<file path="src/rtl/bcd_to_bin11.sv">
// bcd_to_bin11: sequential 4-digit BCD to 11-bit binary converter using reverse double dabble.
module bcd_to_bin11 (
  input  logic        clk,
  input  logic        rst_n,
  input  logic        start,
  input  logic [3:0]  thousands,
  input  logic [3:0]  hundreds,
  input  logic [3:0]  tens,
  input  logic [3:0]  ones,
  output logic [10:0] bin,
  output logic        busy,
  output logic        done,
  output logic        err
);
  typedef enum logic [1:0] {IDLE, CONV, DONE} state_t;
  state_t      r_state;
  logic [15:0] r_bcd;
  logic [10:0] r_res;
  logic [3:0]  r_cnt;
  logic [10:0] r_bin;
  logic        r_busy;
  logic        r_done;
  logic        r_err;
  logic [15:0] w_sh;
  logic [15:0] w_nxt;
  logic [10:0] w_res;
  logic        w_bad;
  assign w_sh  = {1'b0, r_bcd[15:1]};
  assign w_res = {r_bcd[0], r_res[10:1]};
  // a digit >= 8 always has its MSB set, so the correction can never underflow
  for (genvar d = 0; d < 4; d++) begin : g_fix
    assign w_nxt[4*d +: 4] = w_sh[4*d+3] ? w_sh[4*d +: 4] - 4'd3 : w_sh[4*d +: 4];
  end
  assign w_bad = hundreds > 4'd9 || tens > 4'd9 || ones > 4'd9 || thousands > 4'd2 ||
                 (thousands == 4'd2 && (hundreds != 4'd0 || tens > 4'd4 || (tens == 4'd4 && ones > 4'd7)));
  always_ff @(posedge clk or negedge rst_n) begin
    if (!rst_n) begin
      r_state <= IDLE;
      r_bcd   <= '0;
      r_res   <= '0;
      r_cnt   <= '0;
      r_bin   <= '0;
      r_busy  <= 1'b0;
      r_done  <= 1'b0;
      r_err   <= 1'b0;
    end else begin
      case (r_state)
        IDLE: if (start) begin
          r_bcd  <= {thousands, hundreds, tens, ones};
          r_busy <= 1'b1;
          if (w_bad) begin
            r_state <= DONE;
            r_bin   <= '0;
            r_err   <= 1'b1;
            r_done  <= 1'b1;
          end else begin
            r_state <= CONV;
            r_res   <= '0;
            r_cnt   <= '0;
          end
        end
        CONV: begin
          r_bcd <= w_nxt;
          r_res <= w_res;
          r_cnt <= r_cnt + 4'd1;
          if (r_cnt == 4'd10) begin
            r_state <= DONE;
            r_bin   <= w_res;
            r_err   <= 1'b0;
            r_done  <= 1'b1;
          end
        end
        default: begin
          r_state <= IDLE;
          r_done  <= 1'b0;
          r_busy  <= 1'b0;
        end
      endcase
    end
  end
  assign bin  = r_bin;
  assign busy = r_busy;
  assign done = r_done;
  assign err  = r_err;
endmodule
</file>
<file path="config.mk">
export PLATFORM = sky130hd
export DESIGN_NAME = bcd_to_bin11
export DESIGN_NICKNAME = d
export VERILOG_FILES = /design/src/rtl/bcd_to_bin11.sv
export SDC_FILE = /design/constraint.sdc
export NUM_CORES = 1
export LEC_CHECK = 0
export CAP_MARGIN = 25
export CORE_ASPECT_RATIO = 0.9
export CORE_MARGIN = 2
export CORE_UTILIZATION = 48
export DETAILED_ROUTE_END_ITERATION = 6
export MAX_ROUTING_LAYER = met4
export PLACE_DENSITY_LB_ADDON = 0.3
export SLEW_MARGIN = 20
export SYNTH_ARGS = -nofsm -noshare
export SYNTH_HDL_FRONTEND = slang
export SYNTH_SLANG_ARGS = --single-unit
</file>
<file path="constraint.sdc">
create_clock -name clk -period 2.1 [get_ports clk]
set_input_delay 0.42 -clock clk [delete_from_list [all_inputs] [get_ports clk]]
set_output_delay 0.42 -clock clk [all_outputs]
set_load 0.005 [all_outputs]
</file>
---- Yosys cells after proc, flatten, opt, wreduce, memory -nomap -nowiden ----
Index checks and enable logic that the tools add are counted.
word-level totals
  output and inout port bits .............. 14
  bits of input ports ..................... 19
  logic and storage cells ................. 71
  flip-flop bits (word level) ............. 47
operators by class
  equal/unequal tests ..................... 8
  muxes and demuxes ....................... 27
  bitwise logic cells ..................... 1
  magnitude comparators ................... 6
  reduce and logical (&&, ||, !) cells .... 17
  add/sub/neg operators ................... 4
operators with widths
  operator             number
  $mux 11              5
  $pmux 11 s2          2
  $pmux 16 s2          1
  $mux 4               5
  $mux 16              1
  $gt 4x4->1 const B   3
  $sub 4x2->4 const B  3
  $gt 4x3->1 const B   2
  $ne 2x2->1 const B   4
  $pmux 4 s2           1
  $logic_or 1x1->1     6
  $mux 2               3
  $pmux 1 s2           3
  $reduce_and 2->1     3
  $reduce_and 3->1     2
  $mux 1               5
  $add 4x1->4 const B  1
  $eq 4x2->1 const B   1
  $eq 4x3->1 const B   1
  $eq 4x4->1 const B   1
  $gt 4x2->1 const B   1
  $pmux 2 s2           1
  $reduce_and 4->1     1
  $reduce_bool 4->1    1
  5 further kinds      6

---- Depth between registers and ports, before layout ----
Gate-level depths: netlist of run 1.
  depth in word-level cells ............... 8
  mapped depth ............................ 7
  depth with buffers taken out ............ 6

---- Worst setup path after synthesis of run 1 ----
OpenSTA, ideal clock, no wires.
  kind .................................... in2reg
  from .................................... input port hundreds[3]
  to ...................................... register r_bin[0], in the netlist bin[0]
  required time ........................... 2.035 ns
  setup slack ............................. 0.593 ns
  path buffers ............................ 1
  library setup time ...................... 0.065 ns
  data arrival time ....................... 1.442 ns
  stages .................................. 5
  cells stage by stage .................... nor4_2 > a31oi_1 > o31ai_2 > buf_6 > a22o_2
between the ends
  cells in the longest elaborated chain, start to end .. 7
  elaborated cells on any way between the ends .. 11
  classes of those cells .................. 1 x order compare; 1 x eq/ne; 9 x reduce/logical
RTL lines
  element                                                  line    RTL
  start: declaration                                       7       input logic [3:0] hundreds,
  $gt 4x4->1 or $reduce_bool 4->1 (tied branches)          34, 35
  $logic_or 1x1->1, on equally long branches (2 in a row)  34, 35
  $logic_or 1x1->1 or $logic_and 1x1->1 (tied branches)    34, 35
  $logic_or 1x1->1 *                                       34      assign w_bad = hundreds > 4'd9 || tens > 4'd9 || ones > 4'd9 || thousands > 4'd2 ||
  $ne 2x2->1 (no source line) *                            -
  $reduce_and 4->1 (no source line) *                      -
  end signal: assignment                                   68      r_bin <= w_res;
  end: declaration                                         20      logic [10:0] r_bin;
Mark *: on every way between the ends. The rest lies on a longest branch, timed or not.
A chain may end at the register's enable or synchronous reset.

---- Worst setup path in the final report of run 1 ----
Ends and elaborated chain as after synthesis.

==> summary.md, run 1 <==
| Metric | Value |
|---|---|
| Outcome | `completed` |
| Core area | `4490 um2` |
| Hold Path Class | `primary input to async pin` |
| WL final | `5020 um` |
| Io pins | `33` |
| Critical path class | `primary input to register` |
| Synthesis-to-layout area growth | `25.5%` |
| Int Power | `1.76 mW` |
| Post-DP HPWL | `3550 um` |
| Max-slew violation count | `0` |
| CP max FO | `6` |
| Maxcap violations | `0` |
| Nets | `292` |
| Slew @ Worst Pin | `0.499 ns` |
| Synthesized cell area | `2240 um2` |
| Fill cell count | `391` |
| Via-to-Cell Ratio | `5.45` |
| Synth warn | `0` |
| Sw Pwr | `819 uW` |
| EDFF count, synth | `0` |
| Place WS | `0.0718 ns` |
| GRT Residual Overflow | `0` |
| Setup TNS | `0 ns` |
| # rows | `23` |
| Synth area leaders | `dfrtp_1 51%, o21ai_0 6.9%, a22o_2 4.9%, nand2_1 4.7%, a22oi_1 4.3%` |
| Layout cells sized above 1 | `14.5%` |
| Cell accounting for the most synthesized area | `dfrtp_1` |
| RSZ-0062 raised after global routing | `no` |
| H-tree depth | `2` |
| Combinational share of power | `24.0%` |
| Total power | `2.58 mW` |
| Synth Register Bits | `46` |
| Longest Clk Path Bufs | `2` |
| WL/cell | `15.2 um` |
| Post-synthesis simple-gate area fraction | `11.5%` |
| Post-synth top cells | `46 x dfrtp_1, 31 x o21ai_0, 28 x nand2_1, 14 x a21oi_1` |
| Peak Freq | `586 MHz` |
| 1st-iter DRT viols | `179` |
| Root Buffer Master | `clkbuf_8` |
| Sequential area share after synthesis | `51.3%` |
| Flop pwr share | `50.7%` |
| Min cycle time layout | `1.71 ns` |
| Antenna Cells | `0` |
| First-pass GRT wire length | `8310 um` |
| Post-synth top area share | `51.3%` |
| Number of post-CTS setup repair buffers | `0` |
| Slew HR | `66.7%` |
| Initial antenna violation count | `0` |
| Footprint of the multi-input gates | `1020 um2` |
| Register area | `1150 um2` |
| TritonCTS clock tree | `built` |
| Reg2Reg Setup Slack | `0.41 ns` |
| Async set or reset register ratio after synthesis | `100%` |
| Pwr dens | `916 nW/um2` |
| Gates resized, CTS repair | `0` |
| Compound-Gate Fraction of Synth Area | `25.0%` |
| Detail Route Antenna Nets | `0` |
| DRC viols | `0` |
| Mux cell area share after synthesis | `3.57%` |
| Pre-Repair DR Iteration Count | `4` |
| Syn nets | `249` |
| Vias in the first global route | `1652` |
| FF-to-FF path depth | `7` |
| GRT Resource Usage Total | `21.5%` |
| Final worst slack | `0.393 ns` |
| Largest family of logic cells by synthesized area | `compound AO/OA/AOI/OAI gates` |
| Xor and xnor area share after synthesis | `2.34%` |
| CTS buffer count | `5` |
| Avg Synthesized Cell Area | `9.98 um2` |
| Critical Path Start Type | `primary input` |
| Worst Skew | `0.0140 ns` |
| Reg2Reg Capture Point | `bin[0]$_DFFE_PN0P_` |
| Top_reg_cell synth | `dfrtp_1` |
| Final setup fails | `0` |
| Crit path cell chain | `clkdlybuf4s50_1 -> nor4_2 -> a31oi_1 -> o31ai_2 -> buf_4 -> a22o_2` |
| CP peak stage delay | `0.43 ns` |
| Die width | `76.1 um` |
| IO Port Bufs | `32` |
| Synth unique cells | `35` |
| Clk pin slew, worst setup/hold paths | `0.09 ns` |
| Count leader, synth | `dfrtp_1` |
| CP endpoint kind | `register` |
| Fin crit share | `81.3%` |
| WP data required | `2.35 ns` |
| Cts hold-fix bufs | `0` |
| Clk pwr share | `25.2%` |
| Total clock sinks | `46` |
| Hold Vio Cnt, Final | `0` |
| Gpl congestion | `0.852` |
| Die Y | `68.9 um` |
| Leak pwr | `1.23 nW` |
| Pin count of the biggest net entering global routing | `38` |
| Starting Density | `50.0%` |
| Critical Path AT | `1.96 ns` |
| Slowest stage cell on the critical path | `clkdlybuf4s50_1` |
| Adder-cell share of the synthesized area | `2.79%` |
| Routed vias | `1805` |
| Die ar. | `5240 um2` |
| Worst skew pair latency | `0.30 ns` |
| RR Startpoint | `r_cnt[0]$_DFFE_PN0P_` |
| Worst VDD drop | `0.441 mV` |
| Cells after synthesis | `225` |
| Sw Share | `31.7%` |
[state kept, by name, summed over array words and instances (netlist names)]
name / flops
err: 1
r_res: 10
busy: 1
r_bcd: 16
r_cnt: 4
done: 1
r_state: 2
bin: 11
[cell usage in the layout, fill, tap and decap left out, drive strengths merged, types with 2 or more instances in the layout]
cell	synthesis	routed
inv	5	5
clkbuf	7	6
xnor2	3	3
a22oi	13	13
a2bb2oi	3	3
o22ai	2	2
a21oi	14	14
ha	5	5
nor3	2	2
nand2b	6	6
clkdlybuf4s50	0	31
nor2	13	13
xor2	3	3
o21ai	31	31
mux2i	8	8
a22o	11	11
a31oi	3	3
buf	6	18
nor2b	3	3
o31ai	3	3
dfrtp	46	46
nand2	28	28
[final cells by class]
type | count | area share (%)
Clock buffer | 6 | 2.58
Clock inverter | 2 | 1.33
Inverter | 5 | 0.666
Multi-Input combinational cell | 161 | 36.1
Sequential cell | 46 | 40.9
Tap cell | 62 | 2.75
Timing Repair Buffer | 49 | 15.7
[worst max path at each step]
stage	from	endpoint	slack, ns	cells past startpoint
after floorplan	hundreds[3]	bin[0]$_DFFE_PN0P_	0.59	5
after global placement	hundreds[3]	bin[0]$_DFFE_PN0P_	0.09	6
after detailed placement	tens[1]	r_cnt[3]$_DFFE_PN0P_	0.07	7
after CTS	hundreds[3]	r_cnt[3]$_DFFE_PN0P_	0.39	7
after global routing	r_cnt[0]$_DFFE_PN0P_	bin[5]$_DFFE_PN0P_	0.27	7
final	hundreds[3]	bin[0]$_DFFE_PN0P_	0.39	6
[cell families (layout without fill, tap and decap cells)]
kind of cell	after synthesis	in the layout
muxes	8	8
AOI/OAI and AO/OA	85	85
xor gates and xnor gates	6	6
DFF	46	46
and+or+nand+nor	57	57
adders and majority gates	5	5
buffers and inverters	18	62
[critical path: cells and delay by family]
family / cells / cell delay (ns)
and+or+nand+nor: 1 / 0.28
buffers and inverters: 2 / 0.64
AOI/OAI and AO/OA: 3 / 0.62
[power by group through the flow]
stage	Sequential, mW	Combinational [mW]	Clock, mW
after CTS	1.31	0.628	0.663
after global placement	1.32	0.599	0
after detailed placement	1.32	0.622	0
after floorplan	1.26	0.442	0
final	1.31	0.621	0.651
after global routing	1.35	0.712	0.697
[routing by layer]
layer | vias up | routed length, um | track usage [%]
met1 | 856 | 2460 | 29.2
met3 | 5 | 251 | 5.34
met2 | 44 | 2270 | 32.5
met5 | - | 0 | -
met4 | 0 | 48 | 6.14
li1 | 900 | - | -
[metrics by stage]
stage          instance area [um2]  instances  util [%]  hold slack [ns]
2_1_floorplan                 2240        225         -            0.124
3_3_place_gp                  2710        323      60.3            0.333
3_5_place_dp                  2710        323      60.3            0.337
4_1_cts                       2820        331      62.8          0.00382
5_1_grt                       2820        331      62.8           0.0132
6_report                      2820        331      62.8          0.00538
Power figures use the tool's default switching activity.
==> run 2, diff against run 1 <==
clock period = 1.5 ns   (was 2.1 ns; I/O delays follow)
==> summary.md, run 2 (same netlist as run 1, synthesis figures left out) <==
| Metric | Value |
|---|---|
| Initial antenna violation count | `0 (unchanged)` |
| Vias in the first global route | `1890 (+14%)` |
| Crit path capture | `bin[4]$_DFFE_PN0P_` |
| Detail Route Antenna Nets | `0 (unchanged)` |
| Footprint of the multi-input gates | `1190 um2 (+17%)` |
| Detailed-routing wirelength on met1 | `2750 um (+12%)` |
| GRT Resource Usage Total | `23.1% (+1.7 points)` |
| Violated checks | `setup timing` |
| Fin cells | `362 (+9.4%)` |
| Hold Vio Cnt, Final | `0 (unchanged)` |
| IO Port Bufs | `32 (unchanged)` |
| FF-to-FF path depth | `7 (unchanged)` |
| Leak pwr | `1.76 nW (+44%)` |
| Routed vias | `2013 (+12%)` |
| RSZ-0062 raised after global routing | `yes` |
| Number of flip-flops in the largest register | `16 (unchanged)` |
| Critical Path Start Type | `register` |
| Fin util | `73.6% (+11 points)` |
| Reg2Reg Setup Slack | `-0.09 ns (-0.50 ns)` |
| Worst skew pair latency | `0.31 ns (about the same)` |
| Post-DP HPWL | `3790 um (+6.7%)` |
| Most common cell after layout, fill and taps aside | `dfrtp_1` |
| Reg2Reg Capture Point | `bin[4]$_DFFE_PN0P_` |
| Maxcap violations | `0 (unchanged)` |
| Register area | `1150 um2 (unchanged)` |
| Most flop-heavy register | `r_bcd` |
| Pwr dens | `1190 nW/um2 (+30%)` |
| Placed Cells | `346 (+7.1%)` |
| Final worst slack | `-0.0939 ns (-0.487 ns)` |
| Longest Clk Path Bufs | `2 (unchanged)` |
| Starting Density | `50.0% (unchanged)` |
| Synthesis-to-layout area growth | `47.2%` |
| Hold Path Origin | `ones[2]` |
| Die ar. | `5240 um2 (unchanged)` |
| DR WL met3 | `197 um (-22%)` |
| Critical Path AT | `1.79 ns (-0.17 ns)` |
| Via-to-Cell Ratio | `5.56 (+2.0%)` |
| Hold WS | `0.396 ns (+0.390 ns)` |
| WL final | `5960 um (+19%)` |
| Pre-Repair DR Iteration Count | `4 (unchanged)` |
| DRC viols | `0 (unchanged)` |
| Worst Skew | `0.00784 ns (-0.00618 ns)` |
| Slew HR | `75.8% (+9.1 points)` |
| Total clock sinks | `46 (unchanged)` |
| WP data required | `1.70 ns (-0.65 ns)` |
| Die width | `76.1 um (unchanged)` |
| 1st-iter DRT viols | `156 (-13%)` |
| Worst VDD drop | `0.585 mV (+33%)` |
| CP max FO | `6 (unchanged)` |
| Root Buffer Master | `clkbuf_8` |
| TritonCTS clock tree | `built` |
| Clk pin slew, worst setup/hold paths | `0.09 ns (about the same)` |
| Min cycle time layout | `1.59 ns` |
| Fin crit share | `106%` |
| CP endpoint kind | `register` |
| Hold Path Class | `primary input to register` |
| Met2 routed WL | `2970 um (+31%)` |
| Fill cell count | `305 (-22%)` |
| Highest Signal Layer | `met4` |
| First-pass GRT wire length | `9090 um (+9.5%)` |
| # rows | `23 (unchanged)` |
| Slew @ Worst Pin | `0.363 ns (-0.136 ns)` |
| Nets | `323 (+11%)` |
| Pin count of the biggest net entering global routing | `47 (+24%)` |
| Final setup fails | `11 (+11)` |
| GRT Residual Overflow | `0 (unchanged)` |
| Leading cell types in the layout, fill and taps excluded | `46 x dfrtp_1, 41 x buf_4, 28 x nand2_1, 28 x o21ai_0, 21 x dlymetal6s2s_1` |
| WL/cell | `16.5 um (+8.4%)` |
| Antenna Cells | `0 (unchanged)` |
| Die Y | `68.9 um (unchanged)` |
| Core area | `4490 um2 (unchanged)` |
| RR Startpoint | `r_cnt[0]$_DFFE_PN0P_` |
| Outcome | `finished, violations left` |
| Gpl congestion | `0.765 (-10%)` |
| Critical path class | `register to register` |
| Layout cells sized above 1 | `27.0% (+13 points)` |
| Peak Freq | `627 MHz` |
| Setup crit start | `r_cnt[0]$_DFFE_PN0P_` |
| Max-slew violation count | `0 (unchanged)` |
| H-tree depth | `2 (unchanged)` |
| CTS buffer count | `5 (unchanged)` |
| Io pins | `33 (unchanged)` |
==> run 2: worst min-delay path by stage <==
stage,endpoint,slack [ns],cells past startpoint
floorplan,bin[0]$_DFFE_PN0P_,0.004,0
global placement,busy$_DFFE_PN0P_,0.29,2
detailed placement,busy$_DFFE_PN0P_,0.30,2
CTS,r_bcd[3]$_DFFE_PN0P_,0.51,3
global route,r_bcd[2]$_DFFE_PN0P_,0.44,3
finish,r_bcd[2]$_DFFE_PN0P_,0.40,3
==> run 2: final cells by class <==
cell class                 instances  share of cell area (%)
timing repair buffer              80                    22.8
clock buffer                       5                    2.08
tap                               62                    2.35
inverter                           5                   0.568
sequential                        46                    34.8
multi-input combinational        161                    36.0
clock inverter                     3                    1.33
==> run 2: critical path: stages (launching register included) <==
cell and delay [ns]:
dfrtp_1 0.41, inv_2 0.08, ha_4 0.12, nand3b_1 0.12
a21oi_2 0.24, o31ai_4 0.12, buf_6 0.16, a22o_4 0.23
==> run 2: stage by stage <==
stage	area [um2]	setup WS, ns	power, mW	TNS, ns
6_report	3300	-0.0939	3.93	-0.960
4_1_cts	3040	-0.0365	3.81	-0.338
3_3_place_gp	2890	-0.432	2.81	-12.64
5_1_grt	3300	-0.120	4.17	-1.24
2_1_floorplan	2240	0.0143	2.39	0
3_5_place_dp	2890	-0.437	2.87	-13.75
==> run 2: metal layers <==
layer | GRT usage, % | vias up
met5 | - | -
met1 | 30.3 | 992
met4 | 7.95 | 0
met3 | 3.91 | 8
met2 | 37.5 | 52
li1 | - | 961
==> run 2: repair_timing <==
| item | CTS | global route |
|---|---|---|
| gates resized for setup | 15 | 49 |
| setup endpoints to repair | 30 | 46 |
| hold buffers | 1 | 0 |
| buffers inserted | 0 | 6 |
| pin swaps | 6 | 20 |
| gates cloned | 1 | 0 |
| hold endpoints to repair | 46 | 0 |
==> run 2: power by group <==
part | total [mW] | switching, mW | internal [mW]
Clock | 0.937 | 0.437 | 0.499
Combinational | 1.15 | 0.553 | 0.594
Sequential | 1.84 | 0.325 | 1.52
